--- src/rtl/fb_write_responder_pkg.sv ---
`default_nettype none
// ============================================================================
// Module      : fb_bus_pkg
// Description : Shared types and defaults for the draw-source pixel write bus.
// Revision    : 1.0 - initial release
// ============================================================================
package fb_bus_pkg;

    typedef enum logic [1:0] {
        IDLE   = 2'd0,
        GRANT  = 2'd1,
        ACCEPT = 2'd2
    } state_e;

    localparam int DEF_FB_WIDTH    = 640;
    localparam int DEF_FB_HEIGHT   = 480;
    localparam int DEF_COLOR_DEPTH = 9;

    // A single source still needs a one-bit select.
    function automatic int src_id_width(input int max_src);
        return (max_src < 1) ? 1 : $clog2(max_src + 1);
    endfunction

endpackage
`default_nettype wire

--- src/rtl/fb_write_responder_if.sv ---
`default_nettype none
// ============================================================================
// Module      : fb_write_responder_if
// Description : Draw-source pixel write bus; draw units are masters.
// Revision    : 1.0 - initial release
// ============================================================================
interface fb_write_responder_if #(
    parameter int COLOR_DEPTH = 9,
    parameter int SRC_W       = 1
);
    logic [COLOR_DEPTH-1:0] write_color_data;
    logic [31:0]            write_x_addr;
    logic [31:0]            write_y_addr;
    logic                   write_transparent;
    logic                   write_active;
    logic                   write_awaited;
    logic [SRC_W-1:0]       write_source_sel;

    modport master (
        output write_color_data, write_x_addr, write_y_addr,
               write_transparent, write_active,
        input  write_awaited, write_source_sel
    );

    modport slave (
        input  write_color_data, write_x_addr, write_y_addr,
               write_transparent, write_active,
        output write_awaited, write_source_sel
    );
endinterface
`default_nettype wire

--- src/rtl/fb_write_responder_addr_map.sv ---
`default_nettype none
// ============================================================================
// Module      : fb_addr_map
// Description : Bounds check and linear address for accepted pixels, one
//               cycle of registered write latency.
// Revision    : 1.0 - initial release
// ============================================================================
module fb_addr_map
    import fb_bus_pkg::*;
#(
    parameter int COLOR_DEPTH = DEF_COLOR_DEPTH,
    parameter int FB_WIDTH    = DEF_FB_WIDTH,
    parameter int FB_HEIGHT   = DEF_FB_HEIGHT,
    parameter int ADDR_WIDTH  = 19
) (
    input  wire logic                   clk,
    input  wire logic                   resetN,
    input  wire logic                   i_beat,
    input  wire logic [COLOR_DEPTH-1:0] i_color,
    input  wire logic [31:0]            i_x,
    input  wire logic [31:0]            i_y,
    input  wire logic                   i_transparent,
    output logic                        o_we,
    output logic [ADDR_WIDTH-1:0]       o_addr,
    output logic [COLOR_DEPTH-1:0]      o_wdata
);
    localparam logic [ADDR_WIDTH-1:0] c_WIDTH_A = ADDR_WIDTH'(FB_WIDTH);

    logic                  w_store;
    logic [ADDR_WIDTH-1:0] w_lin;

    assign w_store = i_beat && !i_transparent &&
                     (i_x < 32'(FB_WIDTH)) && (i_y < 32'(FB_HEIGHT));

    // Only the low ADDR_WIDTH bits of the product survive, so compute there.
    assign w_lin = i_y[ADDR_WIDTH-1:0] * c_WIDTH_A + i_x[ADDR_WIDTH-1:0];

    always_ff @(posedge clk) begin
        if (!resetN) begin
            o_we    <= 1'b0;
            o_addr  <= '0;
            o_wdata <= '0;
        end else begin
            o_we <= w_store;
            if (w_store) begin
                o_addr  <= w_lin;
                o_wdata <= i_color;
            end
        end
    end
endmodule
`default_nettype wire

--- src/rtl/fb_write_responder.sv ---
`default_nettype none
// ============================================================================
// Module      : fb_write_responder
// Description : Grants draw sources in order each frame, turns accepted
//               pixels into back-buffer writes and flips buffers per pass.
// Revision    : 1.0 - initial release
// ============================================================================
module fb_write_responder
    import fb_bus_pkg::*;
#(
    parameter int MAX_WRITE_SOURCE = 1,
    parameter int COLOR_DEPTH      = DEF_COLOR_DEPTH,
    parameter int FB_WIDTH         = DEF_FB_WIDTH,
    parameter int FB_HEIGHT        = DEF_FB_HEIGHT,
    parameter int ADDR_WIDTH       = 19
) (
    input  wire logic                  clk,
    input  wire logic                  resetN,
    input  wire logic                  frame,
    fb_write_responder_if.slave        wr,
    input  wire logic                  mem_ready,
    output logic                       mem_we,
    output logic [ADDR_WIDTH-1:0]      mem_addr,
    output logic [COLOR_DEPTH-1:0]     mem_wdata,
    output logic                       buf_sel,
    output logic                       pass_busy,
    output logic [7:0]                 overrun_cnt
);
    localparam int SRC_W = src_id_width(MAX_WRITE_SOURCE);

    localparam logic [1:0] S_IDLE   = 2'(IDLE);
    localparam logic [1:0] S_GRANT  = 2'(GRANT);
    localparam logic [1:0] S_ACCEPT = 2'(ACCEPT);

    localparam logic [SRC_W-1:0] c_SRC_LAST = SRC_W'(MAX_WRITE_SOURCE);

    logic [1:0]       r_state;
    logic [SRC_W-1:0] r_src;
    logic             r_busy;
    logic             r_done;
    logic             r_buf;
    logic [7:0]       r_ovr;
    logic             w_awaited;
    logic             w_beat;

    assign w_awaited           = (r_state == S_ACCEPT) && mem_ready;
    assign w_beat              = wr.write_active && w_awaited;
    assign wr.write_awaited    = w_awaited;
    assign wr.write_source_sel = r_src;
    assign buf_sel             = r_buf;
    assign pass_busy           = r_busy;
    assign overrun_cnt         = r_ovr;

    always_ff @(posedge clk) begin
        if (!resetN) begin
            r_state <= S_IDLE;
            r_src   <= '0;
            r_busy  <= 1'b0;
            r_done  <= 1'b0;
            r_buf   <= 1'b0;
            r_ovr   <= 8'd0;
        end else begin
            // A frame that lands mid-pass never flips; it is only counted.
            if (frame && r_busy && (r_ovr != 8'hFF))
                r_ovr <= r_ovr + 8'd1;

            case (r_state)
                S_IDLE: begin
                    if (frame) begin
                        if (r_done) begin
                            r_buf  <= ~r_buf;
                            r_done <= 1'b0;
                        end
                        r_src   <= '0;
                        r_busy  <= 1'b1;
                        r_state <= S_GRANT;
                    end
                end
                S_GRANT: r_state <= S_ACCEPT;
                S_ACCEPT: begin
                    // With mem_ready low the source is stalled, so its idle
                    // write_active cannot be trusted as end-of-pass.
                    if (mem_ready && !wr.write_active) begin
                        if (r_src < c_SRC_LAST) begin
                            r_src   <= r_src + 1'b1;
                            r_state <= S_GRANT;
                        end else begin
                            r_state <= S_IDLE;
                            r_done  <= 1'b1;
                            r_busy  <= 1'b0;
                        end
                    end
                end
                default: r_state <= S_IDLE;
            endcase
        end
    end

    fb_addr_map #(
        .COLOR_DEPTH (COLOR_DEPTH),
        .FB_WIDTH    (FB_WIDTH),
        .FB_HEIGHT   (FB_HEIGHT),
        .ADDR_WIDTH  (ADDR_WIDTH)
    ) u_addr_map (
        .clk           (clk),
        .resetN        (resetN),
        .i_beat        (w_beat),
        .i_color       (wr.write_color_data),
        .i_x           (wr.write_x_addr),
        .i_y           (wr.write_y_addr),
        .i_transparent (wr.write_transparent),
        .o_we          (mem_we),
        .o_addr        (mem_addr),
        .o_wdata       (mem_wdata)
    );
endmodule
`default_nettype wire

--- src/flat_wrapper.sv ---
// flat-port wrapper written by rule: the top's interface ports become plain ports
module fb_write_responder_flat import fb_bus_pkg::*;
#(
    parameter int MAX_WRITE_SOURCE = 1,
    parameter int COLOR_DEPTH      = DEF_COLOR_DEPTH,
    parameter int FB_WIDTH         = DEF_FB_WIDTH,
    parameter int FB_HEIGHT        = DEF_FB_HEIGHT,
    parameter int ADDR_WIDTH       = 19
)
  (clk, resetN, frame, mem_ready, mem_we, mem_addr, mem_wdata, buf_sel, pass_busy, overrun_cnt, wr_write_color_data, wr_write_x_addr, wr_write_y_addr, wr_write_transparent, wr_write_active, wr_write_awaited, wr_write_source_sel);
  fb_write_responder_if #(.COLOR_DEPTH(COLOR_DEPTH), .SRC_W(1)) wr_i ();
  input  wire logic clk;
  input  wire logic resetN;
  input  wire logic frame;
  input  wire logic mem_ready;
  output logic mem_we;
  output logic [ADDR_WIDTH-1:0] mem_addr;
  output logic [COLOR_DEPTH-1:0] mem_wdata;
  output logic buf_sel;
  output logic pass_busy;
  output logic [7:0] overrun_cnt;
  input wire logic [$bits(wr_i.write_color_data)-1:0] wr_write_color_data;
  input wire logic [$bits(wr_i.write_x_addr)-1:0] wr_write_x_addr;
  input wire logic [$bits(wr_i.write_y_addr)-1:0] wr_write_y_addr;
  input wire logic [$bits(wr_i.write_transparent)-1:0] wr_write_transparent;
  input wire logic [$bits(wr_i.write_active)-1:0] wr_write_active;
  output wire logic [$bits(wr_i.write_awaited)-1:0] wr_write_awaited;
  output wire logic [$bits(wr_i.write_source_sel)-1:0] wr_write_source_sel;
  assign wr_i.write_color_data = wr_write_color_data;
  assign wr_i.write_x_addr = wr_write_x_addr;
  assign wr_i.write_y_addr = wr_write_y_addr;
  assign wr_i.write_transparent = wr_write_transparent;
  assign wr_i.write_active = wr_write_active;
  assign wr_write_awaited = wr_i.write_awaited;
  assign wr_write_source_sel = wr_i.write_source_sel;
  fb_write_responder #(.MAX_WRITE_SOURCE(MAX_WRITE_SOURCE), .COLOR_DEPTH(COLOR_DEPTH), .FB_WIDTH(FB_WIDTH), .FB_HEIGHT(FB_HEIGHT), .ADDR_WIDTH(ADDR_WIDTH)) u_core (.clk(clk), .resetN(resetN), .frame(frame), .wr(wr_i), .mem_ready(mem_ready), .mem_we(mem_we), .mem_addr(mem_addr), .mem_wdata(mem_wdata), .buf_sel(buf_sel), .pass_busy(pass_busy), .overrun_cnt(overrun_cnt));
endmodule
--- config.mk ---
export PLATFORM = sky130hd
export DESIGN_NAME = fb_write_responder_flat
export DESIGN_NICKNAME = d
export VERILOG_FILES = /design/src/rtl/fb_write_responder_pkg.sv /design/src/rtl/fb_write_responder_if.sv /design/src/rtl/fb_write_responder_addr_map.sv /design/src/rtl/fb_write_responder.sv /design/src/flat_wrapper.sv
export SDC_FILE = /design/constraint.sdc
export NUM_CORES = 1
export LEC_CHECK = 0
export BUFFER_PORTS_ARGS = -buffer_cell sky130_fd_sc_hd__buf_2
export CAP_MARGIN = 30
export CORE_ASPECT_RATIO = 0.5
export CORE_MARGIN = 5
export CORE_UTILIZATION = 43
export CTS_CLUSTER_SIZE = 28
export DETAILED_ROUTE_END_ITERATION = 8
export PLACE_DENSITY_LB_ADDON = 0.3
export SLEW_MARGIN = 30
export SYNTH_ARGS = -nofsm -noshare
export SYNTH_HDL_FRONTEND = slang
export SYNTH_SLANG_ARGS = --single-unit
--- constraint.sdc ---
create_clock -name clk -period 3.08 [get_ports clk]
set_clock_uncertainty 0.05 [all_clocks]
set_input_delay 0.308 -clock clk [delete_from_list [all_inputs] [get_ports clk]]
set_output_delay 0.308 -clock clk [all_outputs]
set_load 0.01 [all_outputs]
# Yosys cells after proc, flatten, opt, wreduce, memory -nomap -nowiden
# Cells that the tools add are included.
word_totals:
  ff_bits: 43
  inputBits: 79
  output_inout_bits: 41
  elab_cells: 55
op_classes:
  n_addsub: 3
  mul: 1
  order_cmp: 3
  n_eq_ne: 7
  mux: 15
  n_bitwise: 1
  reduce_logical: 16
op_table:
  columns: ["cell", "count"]
  rows:
  - ["< comparator 32 x 10 -> 1 bit, second input constant", 1]
  - ["< comparator 32 x 9 -> 1 bit, second input constant", 1]
  - ["adder 19 bit", 1]
  - ["multiplier 19 x 3 -> 12 bit, second input constant", 1]
  - ["2-to-1 mux 1 bit", 9]
  - ["adder 8 x 1 -> 8 bit, second input constant", 1]
  - ["logical AND 1 bit", 8]
  - ["inequality test 2 bit, second input constant", 4]
  - ["inequality test 8 bit, second input constant", 1]
  - ["AND reduction 4 bit", 2]
  - ["one-hot mux 1 bit (2 select lines)", 3]
  - ["one-hot mux 2 bit (3 select lines)", 1]
  - ["2-to-1 mux 2 bit", 2]
  - ["AND reduction 3 bit", 1]
  - ["equality test 2 x 1 -> 1 bit, second input constant", 1]
  - ["equality test 2 bit, second input constant", 1]
  - ["zero test 1 bit", 2]
  - ["zero test 2 bit", 1]
  - ["AND reduction 2 bit", 1]
  - ["nonzero test 2 bit", 1]
  - ["adder 1 bit, second input constant", 1]
  - ["< comparator 1 bit, second input constant", 1]
  - ["NOT 1 bit", 1]

# Depth between registers and ports, before layout
# Gate-level depths: netlist (run 1).
logic_depth:
  depth_word: 6
  depth_mapped: 15
  depth_no_buf: 15

# By module
# From an unflattened synthesis (run 1), not the netlist that was laid out.
hier_totals:
  cells_unflattened: 308
  hier_area_um2: 2797.7
modules_own_cells:
  columns: ["module", "instances", "cells_per_inst", "area_per_inst_um2", "seq_area_each_um2"]
  rows:
  - ["fb_addr_map", 1, 229, 2102.0, 580.6]
  - ["fb_write_responder", 1, 79, 695.7, 280.3]

# Worst setup path before layout (run 1)
# Ideal clock, no wire load.
synth_timing:
  path_kind: "input-to-reg"
  from: "in wr_write_y_addr[1]"
  to: "reg u_core.u_addr_map.o_addr[18]"
  setup_ns: 0.120
  t_arrival_ns: 3.035
  required_ns: 2.910
  path_slack_ns: -0.125
  path_stages: 15
  path_buffers: 0
  cell_sequence: "ha_1 -> ha_1 -> inv_1 -> fa_1 -> nor2b_1 -> o21a_1 -> nor2_1 -> xnor2_1 -> ha_1 -> and3_1 -> o211a_1 -> a2111oi_0 -> or4b_1 -> nor3_1 -> nor3_1"
synth_via:
  elab_chain_len: 2
  elab_cells_between_ends: 4
  classes_between: "1 x add/sub; 1 x mul; 1 x order compare; 1 x reduce/logical"
synth_lines:
  columns: ["item", "line", "rtl"]
  rows:
  - ["from (decl)", "flat_wrapper.sv:24", "input wire logic [$bits(wr_i.write_y_addr)-1:0] wr_write_y_addr;"]
  - ["multiplier 19 x 3 -> 12 bit or < comparator 32 x 9 -> 1 bit (tied branches)", "fb_write_responder_addr_map.sv:36, fb_write_responder_addr_map.sv:33", null]
  - ["adder 19 bit or logical AND 1 bit (tied branches)", "fb_write_responder_addr_map.sv:36, fb_write_responder_addr_map.sv:33", null]
  - ["to (signal assigned)", "fb_write_responder_addr_map.sv:46", "o_addr <= w_lin;"]
  - ["to (decl)", "fb_write_responder_addr_map.sv:24", "output logic [ADDR_WIDTH-1:0] o_addr,"]
# Several ways; a longest one is shown, not always the timed one.
# A chain may end at the register's enable or synchronous reset.

# Final worst setup path (run 1)
# Same ends and word-level chain as after synthesis.

==> results of run 1 <==
==> metal layers <==
layer | track usage, % | part of all wire, %
met5 | 0 | 0
met4 | 2.51 | 0.38
met3 | 4.10 | 6.4
met2 | 28.0 | 47
met1 | 22.0 | 46
==> report_power, final <==
part	total [W]	leakage, nW	switching [W]	internal, W
combinational	0.000506	1.37	0.000248	0.000257
sequential	0.000566	0.347	0.00000500	0.000561
clock	0.000495	0.0669	0.000197	0.000299
total	0.00157	1.78	0.000450	0.00112
==> metrics by stage <==
stage,util [%],std cells,setup WS (ps),setup TNS [ps],cell area [um2]
finish,61.3,527,63.4,0,3740
global placement,58.7,519,-210,-431,3580
detailed placement,58.7,519,-263,-671,3580
CTS,61.0,527,19.7,0,3720
global route,61.3,527,-103,-204,3740
floorplan,-,299,-39.7,-39.7,2770
==> cell usage in the layout (no fill, tap or decap), types with 10 or more instances in the layout <==
| master | Yosys | final |
|---|---|---|
| a21oi_1 | 11 | 10 |
| ha_1 | 30 | 28 |
| mux2i_1 | 24 | 24 |
| nand2_1 | 10 | 10 |
| buf_2 | 0 | 119 |
| dfxtp_1 | 43 | 43 |
| buf_4 | 1 | 21 |
| xnor2_1 | 13 | 13 |
| nor2_1 | 44 | 43 |
| nor4_1 | 10 | 10 |
==> cells in the mapped netlist (all sizes together), types with 3 or more instances <==
| cell | n |
|---|---|
| nor2 | 44 |
| dfxtp | 43 |
| ha | 30 |
| mux2i | 24 |
| xnor2 | 13 |
| a21oi | 11 |
| nor4 | 11 |
| inv | 10 |
| nand2 | 10 |
| o21ai | 9 |
| nor3 | 8 |
| xor2 | 8 |
| a21o | 6 |
| nand4 | 6 |
| nor2b | 6 |
| nand3 | 5 |
| o21a | 5 |
| and3 | 4 |
| buf | 4 |
| clkbuf | 4 |
| nand2b | 4 |
| o211ai | 3 |
| or3 | 3 |
==> sequential cells by signal, summed over array words and instances, names as in the netlist <==
name	count
u_core.buf_sel	1
u_core.overrun_cnt	8
u_core.r_state	2
u_core.pass_busy	1
u_core.u_addr_map.o_wdata	9
u_core.u_addr_map.o_we	1
u_core.r_done	1
u_core.wr.write_source_sel	1
u_core.u_addr_map.o_addr	19
==> cell type report <==
cell class | instances | area share, %
sequential | 43 | 23.0
clock inverter | 2 | 0.334
timing repair buffer | 140 | 20.1
clock buffer | 6 | 3.44
inverter | 10 | 1.00
tap | 88 | 2.94
multi-input combinational | 238 | 49.1
==> worst max path at each step <==
stage	startpoint	end	slack, ps	cells after the start
2_1_floorplan	wr_write_y_addr[3]	u_core.u_addr_map.o_addr[18]	-40	15
3_3_place_gp	wr_write_y_addr[2]	u_core.u_addr_map.o_addr[18]	-210	16
4_1_cts	wr_write_y_addr[2]	u_core.u_addr_map.o_addr[18]	20	16
5_1_grt	wr_write_y_addr[3]	u_core.u_addr_map.o_addr[17]	-100	15
3_5_place_dp	wr_write_y_addr[3]	u_core.u_addr_map.o_addr[18]	-260	16
6_report	wr_write_y_addr[1]	u_core.u_addr_map.o_addr[18]	60	16
==> cells by family after synthesis <==
family	Yosys count	synth area share, %
simple gates	110	20.9
compound gates	50	12.6
flops	43	31.7
fa+ha+maj	32	15.3
mux	25	9.26
xor+xnor	21	6.77
buf+inv	18	3.45
==> worst register-to-register path: stages (launching register included) <==
cell and delay [ps]:
dfxtp_1 390, and3b_1 260, nand3_1 140, nor4_4 440, buf_4 430, nor2b_1 90
a31oi_1 160, nor2_1 60
==> what timing repair did <==
item,in CTS,in global routing
setup buffers,0,0
endpoints found under the setup margin,0,4
resized for setup,0,4
==> out/qor.csv, run 1 <==
stage,metric,value,unit
outcome,status,"complete, no violations",
timing,finalHoldViolCount,0,
clocking,cts.path.max_buffers,2,
clocking,cts_buffers,5,
synth,netlist_area,0.00272,mm2
global_routing,grt_overflow,0,
setup_path,worst-r2r-cell-count,7,
synth,synthDistinctLibCells,47,
setup_path,crit_path_max_fanout,3,
setup_path,cp_cell_sequence,buf_2 -> ha_4 -> ha_4 -> inv_2 -> fa_2 -> nor2b_2 -> o21a_1 -> nor2_1 -> xnor2_1 -> ha_1 -> and3_4 -> o211a_1 -> a2111oi_2 -> or4b_1 -> nor3_2 -> nor3_1,
synth,ys_warn_count,0,
clocking,clock_latency,270,ps
synth,syn_avg_cell_area,9.08,um2
global_routing,antenna_found_initial,0,
placed_design,port_buffers,119,
flow_run,cap_violations,0,
die,dieHeight,66.2,um
placed_design,gp_congestion,0.788,
timing,fin_hold_ws,213,ps
synth,ys_seq_elements,43,
setup_path,critPathKind,primary input to flop,
setup_path,cp-start-kind,primary input,
die,io_pins,120,
timing,fin_crit,3020,ps
drt,num_vias,2648,
hold_path,hold_end,u_core.u_addr_map.o_wdata[8],
die,chipWidth,122,um
cells_and_area,diodes,0,
drt,dr.pass1.iters,4,
drt,detail_route.iter0.violations,94,
hold_path,hold_depth,3,
clocking,tritoncts,yes,
global_routing,grt_pass1_wl,11.1,mm
hold_path,hold_start,wr_write_color_data[8],
die,dieArea,0.00810,mm2
setup_path,endpoint_kind,flop,
synth,yosysTopAreaCellShare,31.7,%
setup_path,crit_top_cell,ha_4,
setup_path,path_buf_inv,2,
global_routing,grt_pass1_vias,2511,
setup_path,slowest_delay,550,ps
placed_design,dp.final_hpwl,5.68,mm
setup_path,reg2reg_from,u_core.r_state[1],
synth,syn_nets,410,
timing,slew_viol_final,0,
synth,synth_top_area_cell,dfxtp_1,
clocking,htree_num_levels,2,
setup_path,crit_family,simple AND/OR/NAND/NOR gates,
clocking,cts.hold.buffers_added,0,
power,vdd_drop_max,0.272,mV
setup_path,slowest_stage,or4b_1,
power,p_per_area,419,mW/mm2
power,power,0.00157,W
power,leakage,1.78,nW
timing,max-slew-margin-rel,58.6,%
cells_and_area,synthToLayoutAreaGrowth,37.7,%
setup_path,rrSetupSlack,960,ps
synth,ys.flop_type,dfxtp_1,
clocking,clock-sinks,43,
synth,synthArstFlopShare,0,%
drt,antenna_left,0,
drt,post-route-drc-count,0,
cells_and_area,drive_above_1_share,37.6,%
clocking,cts.reportedPaths.clkPinSlew,60,ps
setup_path,critPathArrivalTime,3120,ps
synth,ys_seq_area_share,31.7,%
clocking,cts-root-buf,clkbuf_16,
setup_path,r2r_end,u_core.u_addr_map.o_addr[11],
cells_and_area,fin_nets,549,
timing,setup_violations,0,
timing,rsz0062_at_grt,true,
die,core,0.00611,mm2
drt,avgViaCountPerCell,5.02,
die,initial_core_util,44.5,%
cells_and_area,register_area,861,um2
synth,synth_edf_count,0,
drt,wl_per_cell,13.0,um
die,rows,20,
cells_and_area,nFillCells,587,
synth,syn_inst,299,
cells_and_area,multi_input_area,0.00184,mm2
hold_path,hp-class,primary input to flop,
drt,drt_wl_total,6.85,mm
timing,fin_crit_sh,97.9,%
timing,fmax,331,MHz
global_routing,grt_start_max_net_pins,28,
synth,synth_area_leaders,"dfxtp_1 32%, ha_1 14%, mux2i_1 8.8%, nor2_1 6.1%, xnor2_1 4.2%",
global_routing,grt_usage,16.6,%
setup_path,worstPathRequired,3190,ps
timing,worstMarginPinSlew,621,ps
Note: power is estimated with default switching activity, not from simulation.
==> run 2: changes to the inputs <==
--- a/config.mk
+++ b/config.mk
@@ -9,7 +9,7 @@
 export CAP_MARGIN = 30
 export CORE_ASPECT_RATIO = 0.5
 export CORE_MARGIN = 5
-export CORE_UTILIZATION = 43
+export CORE_UTILIZATION = 48
 export CTS_CLUSTER_SIZE = 28
 export DETAILED_ROUTE_END_ITERATION = 8
 export PLACE_DENSITY_LB_ADDON = 0.3
==> constraint.sdc (replaced) <==
create_clock -name clk -period 2.9 [get_ports clk]
set_clock_uncertainty 0.05 [all_clocks]
set_input_delay 0.29 -clock clk [delete_from_list [all_inputs] [get_ports clk]]
set_output_delay 0.29 -clock clk [all_outputs]
set_load 0.01 [all_outputs]
==> out/qor.csv, run 2 (synthesis results as in run 1) <==
stage,metric,value,unit,change
timing,max-slew-margin-rel,62.9,%,was 58.6%
power,clkPwrFrac,33.2,%,was 31.6%
global_routing,grt_start_max_net_pins,41,,was 28
power,p_int,0.00137,W,was 0.00112 W
clocking,cts_buffers,5,,unchanged
drt,antenna_left,0,,unchanged
placed_design,post_dp_cell_area,0.00359,mm2,was 0.00358 mm2
drt,avgViaCountPerCell,5.31,,was 5.02
die,initial_core_util,49.5,%,was 44.5%
placed_design,gp_congestion,0.890,,was 0.788
setup_path,crit_path_max_fanout,3,,unchanged
cells_and_area,drive_above_1_share,42.8,%,was 37.6%
cells_and_area,final_cell_mix,"115 x buf_2, 43 x dfxtp_1, 42 x nor2_1",,"was 119 x buf_2, 43 x nor2_1, 43 x dfxtp_1"
setup_path,endpoint_kind,flop,,unchanged
timing,rsz0062_at_grt,true,,unchanged
drt,num_vias,2774,,was 2648
drt,wl_per_cell,15.0,um,was 13.0 um
timing,slew_viol_final,0,,unchanged
setup_path,crit_top_cell,ha_4,,unchanged
power,switching_share,28.7,%,about the same
placed_design,place_inst,507,,was 519
drt,dr.pass1.iters,4,,unchanged
clocking,cts.hold.buffers_added,0,,unchanged
outcome,violations,setup timing,,
placed_design,dp.final_hpwl,5.74,mm,was 5.68 mm
die,core,0.00549,mm2,was 0.00611 mm2
clocking,clock_latency,280,ps,was 270 ps
cells_and_area,diodes,0,,unchanged
power,pwr-share-seq,31.3,%,was 36.1%
setup_path,worstPathRequired,3010,ps,was 3190 ps
hold_path,hp-class,primary input to flop,,unchanged
timing,worstMarginPinSlew,550,ps,was 621 ps
cells_and_area,fin_area,0.00403,mm2,was 0.00374 mm2
timing,setup_violations,2,,was 0
setup_path,critPathArrivalTime,3100,ps,was 3120 ps
timing,fin_crit,2990,ps,
setup_path,slowest_delay,520,ps,was 550 ps
die,io_pins,120,,unchanged
global_routing,grt_usage,20.1,%,was 16.6%
power,p_per_area,477,mW/mm2,was 419 mW/mm2
outcome,status,"finished, violations left",,"was complete, no violations"
clocking,cts.path.max_buffers,2,,unchanged
die,rows,19,,was 20
cells_and_area,stdcell_count,522,,was 527
clocking,clock-sinks,43,,unchanged
cells_and_area,final_common_cell,buf_2,,unchanged
die,dieArea,0.00735,mm2,was 0.00810 mm2
power,comb_power_share,35.6,%,was 32.3%
timing,fin_crit_sh,103,%,
setup_path,path_buf_inv,2,,unchanged
timing,fin_hold_ws,200,ps,was 213 ps
global_routing,grt_pass1_wl,12.2,mm,was 11.1 mm
clocking,cts-root-buf,clkbuf_16,,unchanged
timing,fmax,334,MHz,
cells_and_area,fin_nets,559,,was 549
drt,drt_wl_total,7.82,mm,was 6.85 mm
power,p_sw,0.000551,W,was 0.000450 W
global_routing,grt_pass1_vias,2835,,was 2511
global_routing,grt_overflow,0,,unchanged
cells_and_area,largest_reg_flops,19,,unchanged
timing,worst_slack,-89.7,ps,was 63.4 ps
clocking,htree_num_levels,2,,unchanged
timing,setup_tns,-114,ps,was 0 ps
flow_run,cap_violations,0,,unchanged
drt,detail_route.iter0.violations,87,,was 94
setup_path,cp-start-kind,primary input,,unchanged
timing,finalHoldViolCount,0,,unchanged
drt,post-route-drc-count,0,,unchanged
placed_design,port_buffers,119,,unchanged
setup_path,cp_cell_sequence,buf_8 -> ha_4 -> ha_4 -> inv_2 -> fa_2 -> nor2b_2 -> o21a_1 -> nor2_2 -> xnor2_1 -> ha_1 -> and3_4 -> o211a_4 -> a2111oi_4 -> or4b_1 -> nor3_2 -> nor3_1,,was buf_2 -> ha_4 -> ha_4 -> inv_2 -> fa_2 -> nor2b_2 -> o21a_1 -> nor2_1 -> xnor2_1 -> ha_1 -> and3_4 -> o211a_1 -> a2111oi_2 -> or4b_1 -> nor3_2 -> nor3_1
clocking,tritoncts,yes,,unchanged
power,vdd_drop_max,0.333,mV,was 0.272 mV
die,chipWidth,116,um,was 122 um
setup_path,slowest_stage,or4b_1,,unchanged
power,power,0.00192,W,was 0.00157 W
die,dieHeight,63.2,um,was 66.2 um
global_routing,antenna_found_initial,0,,unchanged
cells_and_area,largest-register,u_core.u_addr_map.o_addr,,unchanged
cells_and_area,synthToLayoutAreaGrowth,48.4,%,was 37.7%
setup_path,critPathKind,primary input to flop,,unchanged
setup_path,crit_family,simple AND/OR/NAND/NOR gates,,unchanged
clocking,cts.reportedPaths.clkPinSlew,60,ps,about the same
power,leakage,1.87,nW,was 1.78 nW
[run 2: cell types whose count changed in the layout (fill, tap and decap cells not counted), moves of 2 or more]
cell     previous run  this run
ha_4                2         8
a21oi_2             1         4
ha_1               28        20
buf_2             119       115
buf_8               0         3
buf_4              21        30
ha_2                0         2
buf_6               0         2
a21oi_1            10         7
[run 2: worst paths after layout]
kind	slack, ps	cells after the start	from	endpoint
min reg2reg	420	2	u_core.u_addr_map.o_addr[13]	u_core.u_addr_map.o_addr[13]
max	-90	16	wr_write_y_addr[1]	u_core.u_addr_map.o_addr[18]
max reg2reg	750	7	u_core.r_state[1]	u_core.u_addr_map.o_addr[18]
min	200	3	wr_write_x_addr[6]	u_core.u_addr_map.o_addr[6]
[run 2: cell type report]
class / instances / area, um2
fillers: 414 / 1460
inverters: 10 / 37.5
well taps: 73 / 91.3
clock buffers: 6 / 139
repair buffers: 150 / 868
multi-input cells: 238 / 2000
flip-flops and latches: 43 / 861
clock inverters: 2 / 35.0
[run 2: metrics by stage]
stage / util [%] / setup slack [ps]
finish: 73.4 / -89.7
global route: 73.4 / -226
CTS: 71.5 / -44.7
detailed placement: 65.3 / -473
global placement: 65.3 / -370
floorplan: - / -202
[run 2: tightest hold or removal path: cells and delay by family]
family        cells  cell delay [ps]
simple gates      1               70
buf+inv           1               70
mux               1               60
[run 2: what timing repair did]
| item | in CTS | in global routing |
|---|---|---|
| pin swaps | 21 | 19 |
| gates resized for setup | 20 | 17 |
| buffers inserted | 3 | 4 |
| cloned | 0 | 0 |
| setup endpoints to repair | 4 | 4 |
| hold endpoints to repair | 0 | 0 |
[run 2: metal layers]
metal	up-vias	wire, um	global-route usage, %
met5	-	0	0
met2	67	3970	37.5
met4	0	77	5.35
li1	1385	-	-
met3	9	409	3.06
met1	1313	3360	23.6
[run 2: power by group through the flow]
stage | sequential [W] | combinational (W) | clock, W
2_1_floorplan | 0.000615 | 0.000328 | 0
3_5_place_dp | 0.000614 | 0.000539 | 0
3_3_place_gp | 0.000613 | 0.000522 | 0
6_report | 0.000601 | 0.000684 | 0.000638
4_1_cts | 0.000601 | 0.000603 | 0.000658
5_1_grt | 0.000602 | 0.000745 | 0.000681
